$ cat src/rtl/mem_spi_streamer_pkg.sv
// oled_pkg: frame streamer state type and SPI idle levels shared by the streamer and its shifter.
package oled_pkg;
   typedef enum logic [2:0] {IDLE, ADDR, LOAD, SHIFT, DONE} stream_state_t;
   localparam logic SCLK_IDLE = 1'b0;
   localparam logic CS_IDLE = 1'b1;
endpackage

$ cat src/rtl/mem_spi_streamer_spi_shifter.sv
// spi_shifter: mode-0 SPI serializer, MSB first, CLK_DIV clk cycles per SCLK half-period.
module spi_shifter
   import oled_pkg::*;
#(
   parameter int WORD_SIZE = 8,
   parameter int CLK_DIV = 2
) (
   input  logic                 clk,
   input  logic                 rst,
   input  logic                 load,
   input  logic [WORD_SIZE-1:0] word,
   output logic                 sclk,
   output logic                 mosi,
   output logic                 last_bit_done
);
   localparam int DW = $clog2(CLK_DIV + 1);
   localparam int BW = $clog2(WORD_SIZE + 1);
   localparam logic [DW-1:0] DIV_MAX = DW'(CLK_DIV - 1);
   localparam logic [BW-1:0] BIT_MAX = BW'(WORD_SIZE - 1);
   logic [WORD_SIZE-1:0] sr;
   logic [DW-1:0] div;
   logic [BW-1:0] bit_cnt;
   logic active, half_end;
   assign half_end = active && div == DIV_MAX;
   assign last_bit_done = half_end && sclk && bit_cnt == BIT_MAX;
   assign mosi = sr[WORD_SIZE-1];
   // The next bit is exposed by shifting on each falling SCLK edge, so mosi only moves while sclk is low.
   always_ff @(posedge clk or negedge rst) begin
      if (!rst) begin
         sr <= '0;
         div <= '0;
         bit_cnt <= '0;
         active <= 1'b0;
         sclk <= SCLK_IDLE;
      end else if (load) begin
         sr <= word;
         div <= '0;
         bit_cnt <= '0;
         active <= 1'b1;
         sclk <= SCLK_IDLE;
      end else if (active) begin
         div <= half_end ? '0 : div + 1'b1;
         if (half_end) begin
            sclk <= ~sclk;
            if (sclk) begin
               sr <= sr << 1;
               bit_cnt <= bit_cnt + 1'b1;
               active <= !last_bit_done;
            end
         end
      end
   end
endmodule

$ cat src/rtl/mem_spi_streamer.sv
// mem_spi_streamer: reads every frame-memory word in address order and streams it MSB-first over mode-0 SPI.
// Define STREAM_LOOP_EN to restart the frame back-to-back while start stays high.
module mem_spi_streamer
   import oled_pkg::*;
#(
   parameter int nCells = 8,
   parameter int WORD_SIZE = 8,
   parameter int CLK_DIV = 2
) (
   input  logic                      clk,
   input  logic                      rst,
   input  logic                      start,
   output logic                      busy,
   output logic                      done,
   output logic                      CS_bar,
   output logic                      WE_bar,
   output logic [$clog2(nCells)-1:0] Address,
   input  logic [WORD_SIZE-1:0]      DataOut,
   output logic                      sclk,
   output logic                      mosi,
   output logic                      oled_cs_n
);
   localparam int AW = $clog2(nCells);
   localparam logic [AW-1:0] LAST = AW'(nCells - 1);
   stream_state_t state, next;
   logic [AW-1:0] cnt;
   logic last_bit_done, in_frame, mem_cyc;
   spi_shifter #(.WORD_SIZE(WORD_SIZE), .CLK_DIV(CLK_DIV)) u_shifter (
      .clk(clk),
      .rst(rst),
      .load(state == LOAD),
      .word(DataOut),
      .sclk(sclk),
      .mosi(mosi),
      .last_bit_done(last_bit_done)
   );
   always_ff @(posedge clk or negedge rst) begin
      if (!rst) begin
         state <= IDLE;
         cnt <= '0;
      end else begin
         state <= next;
         if (state == SHIFT && last_bit_done) cnt <= (cnt == LAST) ? '0 : cnt + 1'b1;
      end
   end
   always_comb begin
      next = state;
      case (state)
         IDLE:  next = start ? ADDR : IDLE;
         ADDR:  next = LOAD;
         LOAD:  next = SHIFT;
         SHIFT: next = !last_bit_done ? SHIFT : (cnt == LAST ? DONE : ADDR);
`ifdef STREAM_LOOP_EN
         DONE:  next = start ? ADDR : IDLE;
`else
         DONE:  next = IDLE;
`endif
         default: next = IDLE;
      endcase
   end
   assign mem_cyc = state inside {ADDR, LOAD};
   assign in_frame = state inside {ADDR, LOAD, SHIFT};
   assign busy = state != IDLE;
   assign done = state == DONE;
   assign CS_bar = mem_cyc ? 1'b0 : CS_IDLE;
   assign WE_bar = 1'b1;
   assign Address = mem_cyc ? cnt : '0;
`ifdef STREAM_LOOP_EN
   // Keep the panel selected across the frame boundary when another frame follows immediately.
   assign oled_cs_n = (in_frame || (done && start)) ? 1'b0 : CS_IDLE;
`else
   assign oled_cs_n = in_frame ? 1'b0 : CS_IDLE;
`endif
endmodule

$ cat config.mk
export PLATFORM = sky130hd
export DESIGN_NAME = mem_spi_streamer
export DESIGN_NICKNAME = d
export VERILOG_FILES = /design/src/rtl/mem_spi_streamer_pkg.sv /design/src/rtl/mem_spi_streamer_spi_shifter.sv /design/src/rtl/mem_spi_streamer.sv
export SDC_FILE = /design/constraint.sdc
export NUM_CORES = 1
export LEC_CHECK = 0
export BUFFER_PORTS_ARGS = -buffer_cell sky130_fd_sc_hd__buf_4
export CAP_MARGIN = 40
export CORE_UTILIZATION = 48
export CTS_CLUSTER_DIAMETER = 150
export DETAILED_ROUTE_END_ITERATION = 12
export PLACE_DENSITY_LB_ADDON = 0.2
export RECOVER_POWER = 25
export SETUP_SLACK_MARGIN = 0.2
export SYNTH_ARGS = -nofsm -noshare
export SYNTH_HDL_FRONTEND = slang
export SYNTH_HIERARCHICAL = 1
export SYNTH_SLANG_ARGS = --single-unit
$ cat constraint.sdc
create_clock -name clk -period 1.6 [get_ports clk]
set_clock_uncertainty 0.05 [all_clocks]
set_input_delay 0.16 -clock clk [delete_from_list [all_inputs] [get_ports clk]]
set_output_delay 0.16 -clock clk [all_outputs]
set_load 0.05 [all_outputs]
==> flow_summary.json, run 1 <==
{
  "status": "finished, violations left",
  "violations": "setup timing",
  "p_int_mw": 0.685,
  "fmax_ghz": 0.613,
  "path_class": "flop to output port",
  "cts_max_level": 1,
  "post_drt_via_cell_ratio": 5.21,
  "place_ws_ns": 0.113,
  "drive_gt1_frac": 0.485,
  "fp.dieH_um": 50.0,
  "seq_power_share": 0.640,
  "p_leak_nw": 0.722,
  "worstPathArrival_ns": 1.42,
  "ys_ff_latch": 22,
  "grt_pass1_wl_um": 3840,
  "die_w_um": 50.0,
  "cts_buffers": 3,
  "clock-sinks": 22,
  "vdd_ir_drop_max_v": 0.000592,
  "grt_pass1_vias": 824,
  "synth-seq-area-share": 0.499,
  "clkTransAtPathRegs_ns": 0.12,
  "grtUsageTotal": 0.206,
  "wl_per_cell_um": 14.0,
  "synthCells": 101,
  "relSlewSlack": 0.641,
  "start_kind": "flop",
  "ys_types": 30,
  "drc": 0,
  "hold_path.class": "input port to flop",
  "power_switching_mw": 0.199,
  "drv_cap": 0,
  "start_util": 0.535,
  "p_per_area_nw_per_um2": 566,
  "synth_top_flop_cell": "dfrtp_1",
  "critPathCaptureType": "output port",
  "fin_crit_ns": 1.63,
  "final_hold_viol_count": 0,
  "worst_pin_slew_ns": 0.539,
  "syn_to_final_growth_pct": 41.6,
  "syn_area_per_cell_um2": 10.9,
  "n_antenna_cell": 0,
  "ys_warn_count": 6,
  "synth.net_count": 115,
  "rsz0062_at_grt": "true",
  "swShare": 0.225,
  "pin_count": 21,
  "async_reset_ff_frac": 1.00,
  "postLayoutCoreUtil": 0.758,
  "routed_wirelength_um": 2250,
  "pwr-share-comb": 0.060,
  "final_antenna_net_count": 0,
  "clkPwrFrac": 0.300,
  "routed-via-count": 839,
  "globalplace.congestion": 0.731,
  "cts_root_buffer": "clkbuf_4",
  "setup_viol_count_final": 2,
  "core_area_um2": 2060,
  "drt-initial-drc-count": 9,
  "grt-ovfl-total": 0,
  "hpwl_um": 1360,
  "crit_required_ns": 1.39,
  "drv_slew": 0,
  "syn_area_um2": 1100,
  "rows": 16,
  "cts_tree": "done",
  "setup_ws_ns": -0.0323,
  "clock_path_buffers": 2,
  "period_share": 1.02,
  "dieArea_um2": 2500,
  "holdWs_ns": 0.00193,
  "grt_start_max_net_pins": 25,
  "clk_latency_ns": 0.31,
  "final_nets": 149,
  "critPathMaxFanout": 3,
  "antenna_found_initial": 0,
  "synth_edf_count": 0,
  "portBuffers": 19,
  "first_pass_iters": 4
}
[layer usage]
layer  track usage  wire length, µm  vias up  share of wire
met2         0.340             1160       14           0.51
li1              -                -      414              -
met4        0.0429               17        0         0.0076
met5             0                0        -              0
met1         0.281             1020      409           0.45
met3        0.0370               53        2          0.024
[power groups by stage]
stage / Sequential [mW] / Combinational (mW) / Clock [mW]
finish: 0.565 / 0.0530 / 0.266
global route: 0.567 / 0.0599 / 0.287
CTS: 0.566 / 0.0530 / 0.264
detailed placement: 0.577 / 0.0483 / 0
global placement: 0.576 / 0.0472 / 0
floorplan: 0.580 / 0.0134 / 0
[state kept, by name, summed over array words and instances (netlist names)]
register / cells
u_shifter/sr: 8
u_shifter/bit_cnt: 4
cnt: 3
state: 3
u_shifter/div: 2
u_shifter/active: 1
u_shifter/sclk: 1
[worst paths after layout]
| check | endpoint | cells past startpoint | startpoint | slack (ns) |
|---|---|---|---|---|
| max in group asynchronous | u_shifter/div[0] | 2 | rst | 0.82 |
| max | busy | 3 | state[1] | -0.03 |
| min | u_shifter/sr[3] | 3 | DataOut[3] | 0.002 |
| max reg2reg | cnt[0] | 4 | u_shifter/div[1] | 0.04 |
| min reg2reg | u_shifter/sr[0] | 2 | u_shifter/sr[0] | 0.48 |
| min in group asynchronous | u_shifter/sr[5] | 2 | rst | 0.30 |
[cell usage in the layout, fill, tap and decap left out, drive strengths merged, types with 3 or more instances in the layout]
master       synthesis  routed
a21oi                3       3
buf                  2      31
clkbuf               4       5
dfrtp               22      22
dlygate4sd3          0       3
ha                   3       3
inv                  3       3
mux2                 3       3
mux2i                8       8
nand2               10      10
nor2                 6       6
nor3b                6       6
o21ai               10      10
or3                  3       3
[cell usage after synthesis (3+ instances only)]
master	n	share of area
o21ai_1	10	0.045
mux2i_1	8	0.073
ha_1	3	0.034
nor3b_1	6	0.041
inv_1	3	0.010
nor2_1	6	0.020
dfrtp_1	22	0.50
mux2_2	3	0.031
nand2_1	10	0.034
or3_1	3	0.017
a21oi_1	3	0.014
[cell families (layout without fill, tap and decap cells)]
group           Yosys count  after routing  share of synthesized area
xor+xnor                  4              4                     0.0318
other cells               1              1                    0.00340
flops                    22             22                      0.499
fa+ha+maj                 3              3                     0.0340
buf+inv                   9             42                     0.0510
compound gates           17             17                     0.0884
mux                      11             11                      0.103
simple gates             34             34                      0.189
[timing repair]
| action | in CTS | in global routing |
|---|---|---|
| pin swaps | 8 | 4 |
| resized for setup | 25 | 11 |
| endpoints found under the hold margin | 23 | 1 |
| endpoints found under the setup margin | 12 | 29 |
| buffers inserted | 3 | 4 |
| hold buffers | 2 | 1 |
[worst max-delay path: stages (launching register included)]
cell and delay [ns]:
dfrtp_2 0.47, buf_6 0.14, or3_4 0.36, buf_6 0.16
[area by class of cell]
cell class                      count  area [µm²]
Timing Repair Buffer               35         317
Inverter                            3        11.3
Tap cell                           27        33.8
Fill cell                         143         499
Multi-Input combinational cell     70         617
Clock buffer                        4        26.3
Sequential cell                    22         558
[per-stage QoR]
stage | instance area, µm² | TNS, ns | instances | power, mW
6_report | 1560 | -0.0372 | 161 | 0.884
5_1_grt | 1560 | -0.331 | 161 | 0.913
4_1_cts | 1490 | -0.0263 | 156 | 0.883
3_5_place_dp | 1320 | 0 | 147 | 0.625
3_3_place_gp | 1320 | 0 | 147 | 0.623
2_1_floorplan | 1140 | -0.834 | 101 | 0.594
Note: power is estimated with default switching activity, not from simulation.
==> run 2, diff against run 1 <==
==> constraint.sdc (replaced) <==
create_clock -name clk -period 1.46 [get_ports clk]
set_clock_uncertainty 0.05 [all_clocks]
set_input_delay 0.146 -clock clk [delete_from_list [all_inputs] [get_ports clk]]
set_output_delay 0.146 -clock clk [all_outputs]
set_load 0.05 [all_outputs]
==> run 2 against run 1 <==
Effect of this change:
- the flow still finishes with violations (setup timing)
- clock-buffer cell count shrank 1
- utilization grew 14 points
- total power grew 33%
- critical path depth is the same
- combinational power grew 40%
- clock power grew 81%
- register-to-register slack lost 0.09 ns
- setup slack lost 0.13 ns
- sequential share of layout area shrank 5.6 points
- worst hold slack gained 0.13 ns
- cell area grew 18%
- first-iteration DRC count grew 67%
- critical endpoint is now done
==> flow_summary.json, run 2 (synthesis results as in run 1) <==
{
  "holdWs_ns": 0.128,
  "critPathCaptureType": "output port",
  "pin_count": 21,
  "critPathTopFamily": "flip-flops",
  "p_per_area_nw_per_um2": 638,
  "grtUsageTotal": 0.254,
  "mostFrequentLayoutCell": "buf_4",
  "hold_path.class": "input port to flop",
  "fmax_ghz": 0.615,
  "clkTransAtPathRegs_ns": 0.13,
  "antenna_found_initial": 0,
  "path_class": "flop to output port",
  "hold_start": "start",
  "final_nets": 166,
  "portBuffers": 19,
  "n_antenna_cell": 0,
  "post_drt_via_cell_ratio": 5.51,
  "critPathMaxFanout": 5,
  "crit_required_ns": 1.26,
  "setup_viol_count_final": 10,
  "hpwl_um": 1460,
  "drv_slew": 0,
  "syn_to_final_growth_pct": 67.0,
  "largest_register": "u_shifter/sr",
  "ff2ff_path_depth": 5,
  "grt_start_max_net_pins": 25,
  "hold_path_end": "state[0]",
  "totalPowerFinal_mw": 1.18,
  "mostFrequentLayoutCells": "23 x buf_4, 18 x dfrtp_1, 11 x buf_6",
  "worstPathCellList": "nor2_1, and2_2, buf_4",
  "first_pass_iters": 4,
  "violations": "setup timing",
  "r2r_end": "cnt[0]",
  "holdPathStages": 3,
  "place_ws_ns": 0.0314,
  "clock-sinks": 22,
  "grt_pass1_wl_um": 4570,
  "drive_gt1_frac": 0.550,
  "rows": 16,
  "setup_ws_ns": -0.165,
  "drt-initial-drc-count": 15,
  "clk_latency_ns": 0.32,
  "start_util": 0.535,
  "critPathLaunch": "state[1]",
  "routed_wirelength_um": 3380,
  "max_stage_delay_ns": 0.49,
  "p_leak_nw": 0.845,
  "rsz0062_at_grt": "true",
  "critPathBufInv": 1,
  "dieArea_um2": 2500,
  "vdd_ir_drop_max_v": 0.000745,
  "cts_tree": "done",
  "reg.largest.list": "u_shifter/sr: 8 flops, u_shifter/bit_cnt: 4 flops",
  "fin_crit_ns": 1.63,
  "fp.dieH_um": 50.0,
  "largest_reg_flops": 8,
  "relSlewSlack": 0.633,
  "final_hold_viol_count": 0,
  "period_share": 1.11,
  "drv_cap": 0,
  "critPathSlowestCell": "dfrtp_2",
  "cts_max_level": 1,
  "grt_pass1_vias": 948,
  "cts_root_buffer": "clkbuf_4",
  "clock_path_buffers": 2,
  "routed-via-count": 981,
  "final_antenna_net_count": 0,
  "core_area_um2": 2060,
  "drc": 0,
  "worstPathArrival_ns": 1.43,
  "wl_per_cell_um": 19.0,
  "grt-ovfl-total": 0,
  "r2r_start": "u_shifter/bit_cnt[0]",
  "cts_buffers": 3,
  "start_kind": "flop",
  "worst_pin_slew_ns": 0.551,
  "globalplace.congestion": 0.725,
  "die_w_um": 50.0,
  "r2r_setup_slack_ns": -0.05,
  "status": "finished, violations left"
}
## run 2: power by group
part	internal, mW	leakage (nW)	switching, mW
sequential	0.616	0.256	0.00397
combinational	0.0380	0.561	0.0363
clock	0.278	0.0279	0.204
total	0.932	0.845	0.244
## run 2: layout make-up
type / count / area [µm²]
Tap cell: 27 / 33.8
Fill cell: 82 / 219
Sequential cell: 22 / 556
Clock inverter: 1 / 30.0
Timing Repair Buffer: 52 / 542
Inverter: 3 / 11.3
Clock buffer: 3 / 22.5
Multi-Input combinational cell: 70 / 648
## run 2: how the worst max path moves through the flow
stage | end | cells past startpoint
after floorplan | cnt[0] | 5
after global placement | cnt[1] | 5
final | done | 3
after detailed placement | cnt[0] | 5
after global routing | Address[2] | 3
after CTS | CS_bar | 3
## run 2: metal layers
metal | global-route usage | share of wire | up-vias
met5 | 0 | 0 | -
met4 | 0.0762 | 0.024 | 0
met3 | 0.0679 | 0.065 | 8
met2 | 0.430 | 0.52 | 45
met1 | 0.313 | 0.39 | 481
li1 | - | - | 447
## run 2: tightest hold or removal path: cells and delay by family
kind                   cells  cell delay, ns
AO/OA/AOI/OAI              2            0.23
buffers and inverters      1            0.08
## run 2: per-stage QoR
| stage | util | cell area, µm² | TNS [ns] | std cells |
|---|---|---|---|---|
| 2_1_floorplan | - | 1200 | -0.914 | 101 |
| 6_report | 0.894 | 1840 | -1.04 | 178 |
| 3_3_place_gp | 0.673 | 1390 | 0 | 150 |
| 3_5_place_dp | 0.673 | 1390 | 0 | 150 |
| 4_1_cts | 0.814 | 1680 | -0.711 | 171 |
| 5_1_grt | 0.894 | 1840 | -1.53 | 178 |
## run 2: timing repair
item | 4_1_cts | 5_1_grt
endpoints found under the hold margin | 30 | 0
buffers inserted | 8 | 4
pin swaps | 14 | 11
resized for setup | 24 | 19
hold buffers | 9 | 0
gates cloned | 0 | 3
endpoints found under the setup margin | 16 | 29
